[src/rtl/dmem_access_ctrl_pkg.sv]
// Shared constants and helpers for the data-memory access controller.
package dmem_access_ctrl_pkg;

    // Load modes as encoded by the MEM-stage decode.
    localparam logic [2:0] LT_NONE = 3'd0;
    localparam logic [2:0] LT_LB   = 3'd1;
    localparam logic [2:0] LT_LH   = 3'd2;
    localparam logic [2:0] LT_LW   = 3'd3;
    localparam logic [2:0] LT_LBU  = 3'd4;
    localparam logic [2:0] LT_LHU  = 3'd5;

    // Store sizes.
    localparam logic [1:0] SS_NONE = 2'd0;
    localparam logic [1:0] SS_SB   = 2'd1;
    localparam logic [1:0] SS_SH   = 2'd2;
    localparam logic [1:0] SS_SW   = 2'd3;

    // Access widths in bytes.
    localparam int unsigned BYTES_B = 1;
    localparam int unsigned BYTES_H = 2;
    localparam int unsigned BYTES_W = 4;

    typedef enum logic [1:0] {
        StIdle,
        StAcc0,
        StAcc1,
        StDone
    } state_e;

    // Right-aligned byte mask for the access width.
    function automatic logic [3:0] width_mask(input logic we, input logic [2:0] load_type,
                                              input logic [1:0] store_size);
        int unsigned nbytes;
        nbytes = BYTES_B;
        if (we) begin
            if (store_size == SS_SH) nbytes = BYTES_H;
            else if (store_size == SS_SW) nbytes = BYTES_W;
        end else begin
            if (load_type == LT_LH || load_type == LT_LHU) nbytes = BYTES_H;
            else if (load_type == LT_LW) nbytes = BYTES_W;
        end
        case (nbytes)
            BYTES_H: width_mask = 4'b0011;
            BYTES_W: width_mask = 4'b1111;
            default: width_mask = 4'b0001;
        endcase
    endfunction

endpackage

[src/rtl/dmem_lane_merge.sv]
// Shifts the two returned words down to the access offset and extends per load type.
module dmem_lane_merge
    import dmem_access_ctrl_pkg::*;
(
    input  logic [63:0] rd64,
    input  logic [1:0]  off,
    input  logic [2:0]  load_type,
    output logic [31:0] result
);

    logic [63:0] shifted;

    assign shifted = rd64 >> {off, 3'b000};

    // Extend the aligned low bytes according to the load mode.
    always_comb begin
        result = shifted[31:0];
        case (load_type)
            LT_LB:   result = {{24{shifted[7]}}, shifted[7:0]};
            LT_LH:   result = {{16{shifted[15]}}, shifted[15:0]};
            LT_LBU:  result = {24'h000000, shifted[7:0]};
            LT_LHU:  result = {16'h0000, shifted[15:0]};
            default: result = shifted[31:0];
        endcase
    end

endmodule

[src/rtl/dmem_access_ctrl.sv]
// MEM-stage load/store sequencer for a word-organised req/ack data memory.
// Word-crossing accesses are split into two word transactions.
module dmem_access_ctrl
    import dmem_access_ctrl_pkg::*;
#(
    parameter int unsigned ADDR_W  = 32,
    parameter int unsigned TIMEOUT = 255
) (
    input  logic              clk,
    input  logic              rst,
    input  logic              req,
    input  logic              req_we,
    input  logic [2:0]        req_load_type,
    input  logic [1:0]        req_store_size,
    input  logic [ADDR_W-1:0] req_addr,
    input  logic [31:0]       req_wdata,
    output logic              stall_o,
    output logic              resp_valid,
    output logic [31:0]       resp_rdata,
    output logic              resp_err,
    output logic              mem_req,
    output logic              mem_we,
    output logic [ADDR_W-3:0] mem_addr,
    output logic [3:0]        mem_wbe,
    output logic [31:0]       mem_wdata,
    input  logic              mem_ack,
    input  logic [31:0]       mem_rdata
);

    localparam int unsigned WA_W  = ADDR_W - 2;
    localparam int unsigned TMO_W = (TIMEOUT > 0) ? $clog2(TIMEOUT + 1) : 1;
    localparam logic [TMO_W-1:0] TMO_INIT = TMO_W'(TIMEOUT);

    state_e           state_q;
    logic             we_q;
    logic [2:0]       lt_q;
    logic [1:0]       off_q;
    logic [3:0]       hi_be_q;
    logic [31:0]      hi_wd_q;
    logic [31:0]      rdata0_q;
    logic [TMO_W-1:0] tmo_q;

    logic             valid_req;
    logic [7:0]       be8;
    logic [63:0]      wd64;
    logic [63:0]      wdm;
    logic             in_acc;
    logic             need2;
    logic             tmo_hit;
    logic             finish;
    logic [63:0]      merge_in;
    logic [31:0]      merged;

    assign valid_req = req && (req_we ? (req_store_size != SS_NONE)
                                      : (req_load_type >= LT_LB && req_load_type <= LT_LHU));
    assign be8  = 8'(width_mask(req_we, req_load_type, req_store_size)) << req_addr[1:0];
    assign wd64 = {32'h0, req_wdata} << {req_addr[1:0], 3'b000};

    // Keep only the written byte lanes; loads drive no write data.
    always_comb begin
        wdm = '0;
        for (int i = 0; i < 8; i++) begin
            wdm[8*i +: 8] = (req_we && be8[i]) ? wd64[8*i +: 8] : 8'h00;
        end
    end

    assign in_acc  = (state_q == StAcc0) || (state_q == StAcc1);
    assign need2   = (state_q == StAcc0) && (hi_be_q != 4'b0000);
    assign tmo_hit = (TIMEOUT > 0) && (tmo_q == TMO_W'(1));
    assign finish  = (mem_ack && !need2) || (!mem_ack && tmo_hit);

    // A single-word access merges straight from the bus; the split case pairs with word 0.
    assign merge_in = (state_q == StAcc0) ? {32'h0, mem_rdata} : {mem_rdata, rdata0_q};

    dmem_lane_merge u_merge (
        .rd64      (merge_in),
        .off       (off_q),
        .load_type (lt_q),
        .result    (merged)
    );

    // Stall through acceptance and both memory phases; DONE lets the pipeline advance.
    assign stall_o = !rst && (((state_q == StIdle) && valid_req) || in_acc);

    // Access sequencer with registered memory-port and response outputs.
    always_ff @(posedge clk or posedge rst) begin
        if (rst) begin
            state_q    <= StIdle;
            we_q       <= 1'b0;
            lt_q       <= LT_NONE;
            off_q      <= 2'b00;
            hi_be_q    <= 4'b0000;
            hi_wd_q    <= 32'h0;
            rdata0_q   <= 32'h0;
            tmo_q      <= '0;
            resp_valid <= 1'b0;
            resp_err   <= 1'b0;
            resp_rdata <= 32'h0;
            mem_req    <= 1'b0;
            mem_we     <= 1'b0;
            mem_addr   <= '0;
            mem_wbe    <= 4'b0000;
            mem_wdata  <= 32'h0;
        end else begin
            case (state_q)
                StIdle: begin
                    resp_valid <= 1'b0;
                    resp_err   <= 1'b0;
                    resp_rdata <= 32'h0;
                    if (valid_req) begin
                        we_q      <= req_we;
                        lt_q      <= req_load_type;
                        off_q     <= req_addr[1:0];
                        hi_be_q   <= req_we ? be8[7:4] : 4'b0000;
                        hi_wd_q   <= wdm[63:32];
                        tmo_q     <= TMO_INIT;
                        mem_req   <= 1'b1;
                        mem_we    <= req_we;
                        mem_addr  <= req_addr[ADDR_W-1:2];
                        mem_wbe   <= req_we ? be8[3:0] : 4'b0000;
                        mem_wdata <= wdm[31:0];
                        state_q   <= StAcc0;
                    end
                    // Loads keep the split decision too; hi_be_q only tracks store lanes.
                    if (valid_req && !req_we) hi_be_q <= be8[7:4];
                end
                StAcc0, StAcc1: begin
                    if (mem_ack && state_q == StAcc0) rdata0_q <= mem_rdata;
                    if (mem_ack && need2) begin
                        mem_addr  <= mem_addr + WA_W'(1);
                        mem_wbe   <= we_q ? hi_be_q : 4'b0000;
                        mem_wdata <= hi_wd_q;
                        tmo_q     <= TMO_INIT;
                        state_q   <= StAcc1;
                    end else if (finish) begin
                        mem_req    <= 1'b0;
                        mem_we     <= 1'b0;
                        mem_wbe    <= 4'b0000;
                        mem_wdata  <= 32'h0;
                        resp_valid <= 1'b1;
                        resp_err   <= !mem_ack;
                        resp_rdata <= (mem_ack && !we_q) ? merged : 32'h0;
                        state_q    <= StDone;
                    end else if (!mem_ack) begin
                        tmo_q <= tmo_q - TMO_W'(1);
                    end
                end
                StDone: begin
                    resp_valid <= 1'b0;
                    resp_err   <= 1'b0;
                    resp_rdata <= 32'h0;
                    state_q    <= StIdle;
                end
                default: state_q <= StIdle;
            endcase
        end
    end

endmodule

[config.mk]
export PLATFORM = sky130hd
export DESIGN_NAME = dmem_access_ctrl
export DESIGN_NICKNAME = d
export VERILOG_FILES = /design/src/rtl/dmem_access_ctrl_pkg.sv /design/src/rtl/dmem_lane_merge.sv /design/src/rtl/dmem_access_ctrl.sv
export SDC_FILE = /design/constraint.sdc
export NUM_CORES = 1
export LEC_CHECK = 0
export BUFFER_PORTS_ARGS = -buffer_cell sky130_fd_sc_hd__buf_2
export CORE_MARGIN = 2
export CORE_UTILIZATION = 57
export CTS_BUF_LIST = sky130_fd_sc_hd__clkbuf_8
export DETAILED_ROUTE_END_ITERATION = 10
export PLACE_DENSITY = 0.83
export SLEW_MARGIN = 40
export SYNTH_ARGS = -nofsm -noshare
export SYNTH_HDL_FRONTEND = slang
export SYNTH_SLANG_ARGS = --single-unit
[constraint.sdc]
create_clock -name clk -period 7.7 [get_ports clk]
set_clock_uncertainty 0.15 [all_clocks]
set_input_delay 1.155 -clock clk [delete_from_list [all_inputs] [get_ports clk]]
set_output_delay 1.155 -clock clk [all_outputs]
set_load 0.005 [all_outputs]
==> run metrics <==
Netlist cell types 74; DP HPWL 19.9 mm; Hold Crit Class register to register; DRC errors left 0; RSZ-0062 raised after global routing false; max-slew violations 0; setup violators final 0; max-cap violation count 0; IO Count 209; synthesized area 0.0101 sq mm; clk root buf clkbuf_8; syn nets 1,122; initial core utilization 58.3%; routing usage on met3 6.99%; H-tree levels 4; VDD IR max 0.241 mV; Avg Inst Size Synth 10.0 sq um; Worst-Skew Late Latency 0.47 ns; #FFs+latches synth 177; Max Clk Rate 259 MHz; most common cell after layout, fill and taps aside buf_2; CTS Buf Count 17; most frequent cells in the layout buf_2 (207), dfrtp_1 (176), nand2_1 (111); row count 48; crit path DAT 2.56 ns; ys async rst share 100%; final worst path period need 3.87 ns; Final Hold Viols 0; post-layout util 67.7%; Top FF cell, synth dfrtp_1; Total Wirelength 28.8 mm; fin area 0.0117 sq mm; crit start category register; via count 9,200; core box area 0.0174 sq mm; initial antenna violation count 1; die area 0.0188 sq mm; worst rel slew slack 42.4%; GR Overflow Total 0; total track usage 31.0%; largest net degree at the start of global routing 77; Post-CTS Setup Bufs 0; Die Ht 137 um; drt wl/cell 20.3 um; Pwr Density 417 mW/mm^2; Ys Warns 0; gpl congestion 0.915; sequential fraction of the synthesis area 43.8%; clock sink total 177; Sum Neg Setup Slack 0 ns; fraction of layout cells with a size suffix above 1 30.0%; Area after DPL 0.0113 sq mm; First-pass DRT Iterations 5; antenna-violating nets left 0; final net count 1,293; worst slew pin tran 0.865 ns; area growth from synthesis to layout 16.0%; EDFF count, synth 0; outcome finished clean; Fillers 1,359; Die W 137 um; first-pass GRT wire length 45.4 mm; Clock transition at path regs 0.10 ns; met1 Resource Use GR 43.6%; # port buffers 208; vias in the first global route 8,518; Worst Setup End Kind output pin; Pleak 5.40 nW; period utilization 50.2%; cells after synthesis 1,010; Crit Path Class register to output pin; Resize count post-CTS 0; Longest Clk Path Bufs 2; Max FO, Critical Path 10; Via density 6.48; GR Util met2 48.1%; Critical Path RT 6.39 ns; CTS tree yes; Hold Buf Count CTS 0; busiest grt layer met2; Initial DRC Count 1,055
-- state kept, by name, indices dropped and copies added, names as in the netlist --
| signal | flops |
|---|---|
| tmo_q | 8 |
| mem_we | 1 |
| mem_wbe | 4 |
| off_q | 2 |
| lt_q | 3 |
| hi_wd_q | 24 |
| resp_err | 1 |
| mem_wdata | 32 |
| we_q | 1 |
| hi_be_q | 3 |
| mem_addr | 30 |
| state_q | 2 |
| resp_valid | 1 |
| rdata0_q | 32 |
| mem_req | 1 |
| resp_rdata | 32 |
-- where the power goes --
group / switching (W) / internal (W) / total, W
logic: 0.00147 / 0.00112 / 0.00260
registers: 0.000306 / 0.00127 / 0.00158
clock network: 0.000359 / 0.000358 / 0.000716
total: 0.00214 / 0.00276 / 0.00489
-- metal layers --
| metal | vias up | part of all wire (%) | wire, um |
|---|---|---|---|
| li1 | 4156 | - | - |
| met1 | 4458 | 41 | 11900 |
| met2 | 534 | 47 | 13600 |
| met3 | 52 | 9.2 | 2650 |
| met4 | 0 | 2.2 | 636 |
| met5 | - | 0 | 0 |
-- cell type report --
cell class / instances / area, sq um / share of cell area (%)
diodes: 1 / 2.50 / 0.0213
clock buffers: 17 / 234 / 1.99
clock inverters: 15 / 206 / 1.76
inverters: 15 / 61.3 / 0.522
multi-input cells: 746 / 5350 / 45.5
flip-flops and latches: 177 / 4430 / 37.7
well taps: 225 / 282 / 2.40
repair buffers: 224 / 1180 / 10.0
-- stage by stage --
stage	hold slack [ns]	instances	worst slack (ns)	power, W
floorplan	0.300	1010	1.59	0.00337
global placement	0.311	1386	4.06	0.00402
detailed placement	0.321	1386	4.05	0.00413
CTS	0.345	1418	3.83	0.00486
global route	0.360	1419	3.74	0.00522
finish	0.342	1420	3.83	0.00489
-- worst max-delay path: stages, from the launching register on --
cell	delay [ns]
dfrtp_1	0.45
inv_1	0.10
ha_1	0.42
nand2_1	0.22
or4_1	0.63
a21oi_1	0.16
buf_2	0.13
-- worst paths after layout --
kind,end,startpoint,slack (ns),cells past startpoint
max reg2reg,resp_rdata[27]$_DFFE_PP0P_,state_q[0]$_DFFE_PP0P_,4.40,8
max,stall_o,state_q[0]$_DFFE_PP0P_,3.83,6
max in group asynchronous,off_q[0]$_DFFE_PP0P_,rst,5.69,3
min reg2reg,mem_wbe[3]$_DFFE_PP0P_,mem_wbe[3]$_DFFE_PP0P_,0.34,1
min,mem_wbe[3]$_DFFE_PP0P_,mem_wbe[3]$_DFFE_PP0P_,0.34,1
min in group asynchronous,mem_addr[21]$_DFFE_PP0P_,rst,0.63,2
-- kinds of logic (layout without fill, tap and decap cells) --
kind of cell,after synthesis,in the layout,share of synthesized area (%)
AO/OA/AOI/OAI,291,291,20.5
XOR/XNOR,3,3,0.260
AND/OR/NAND/NOR,298,298,14.2
buffers and inverters,87,271,3.75
adder cells (fa/ha/maj),6,6,0.742
multiplexers,148,148,16.9
other,0,1,0
flip-flops,177,177,43.8
-- cell usage after synthesis, types with 10 or more instances --
library cell	number	area, sq um
clkbuf_1	34	128
a22o_1	46	403
inv_1	14	52.6
nor3_1	12	60.1
nand3_1	16	80.1
mux2i_1	68	681
a21oi_1	33	165
o21ai_0	76	380
buf_2	24	120
nand2_1	111	417
mux4_2	11	248
a221oi_1	18	158
o221ai_1	16	140
mux2_2	69	777
a31oi_1	17	106
a211o_1	10	87.6
dfrtp_1	177	4430
nor2_1	88	330
(Power assumes the default switching activity.)
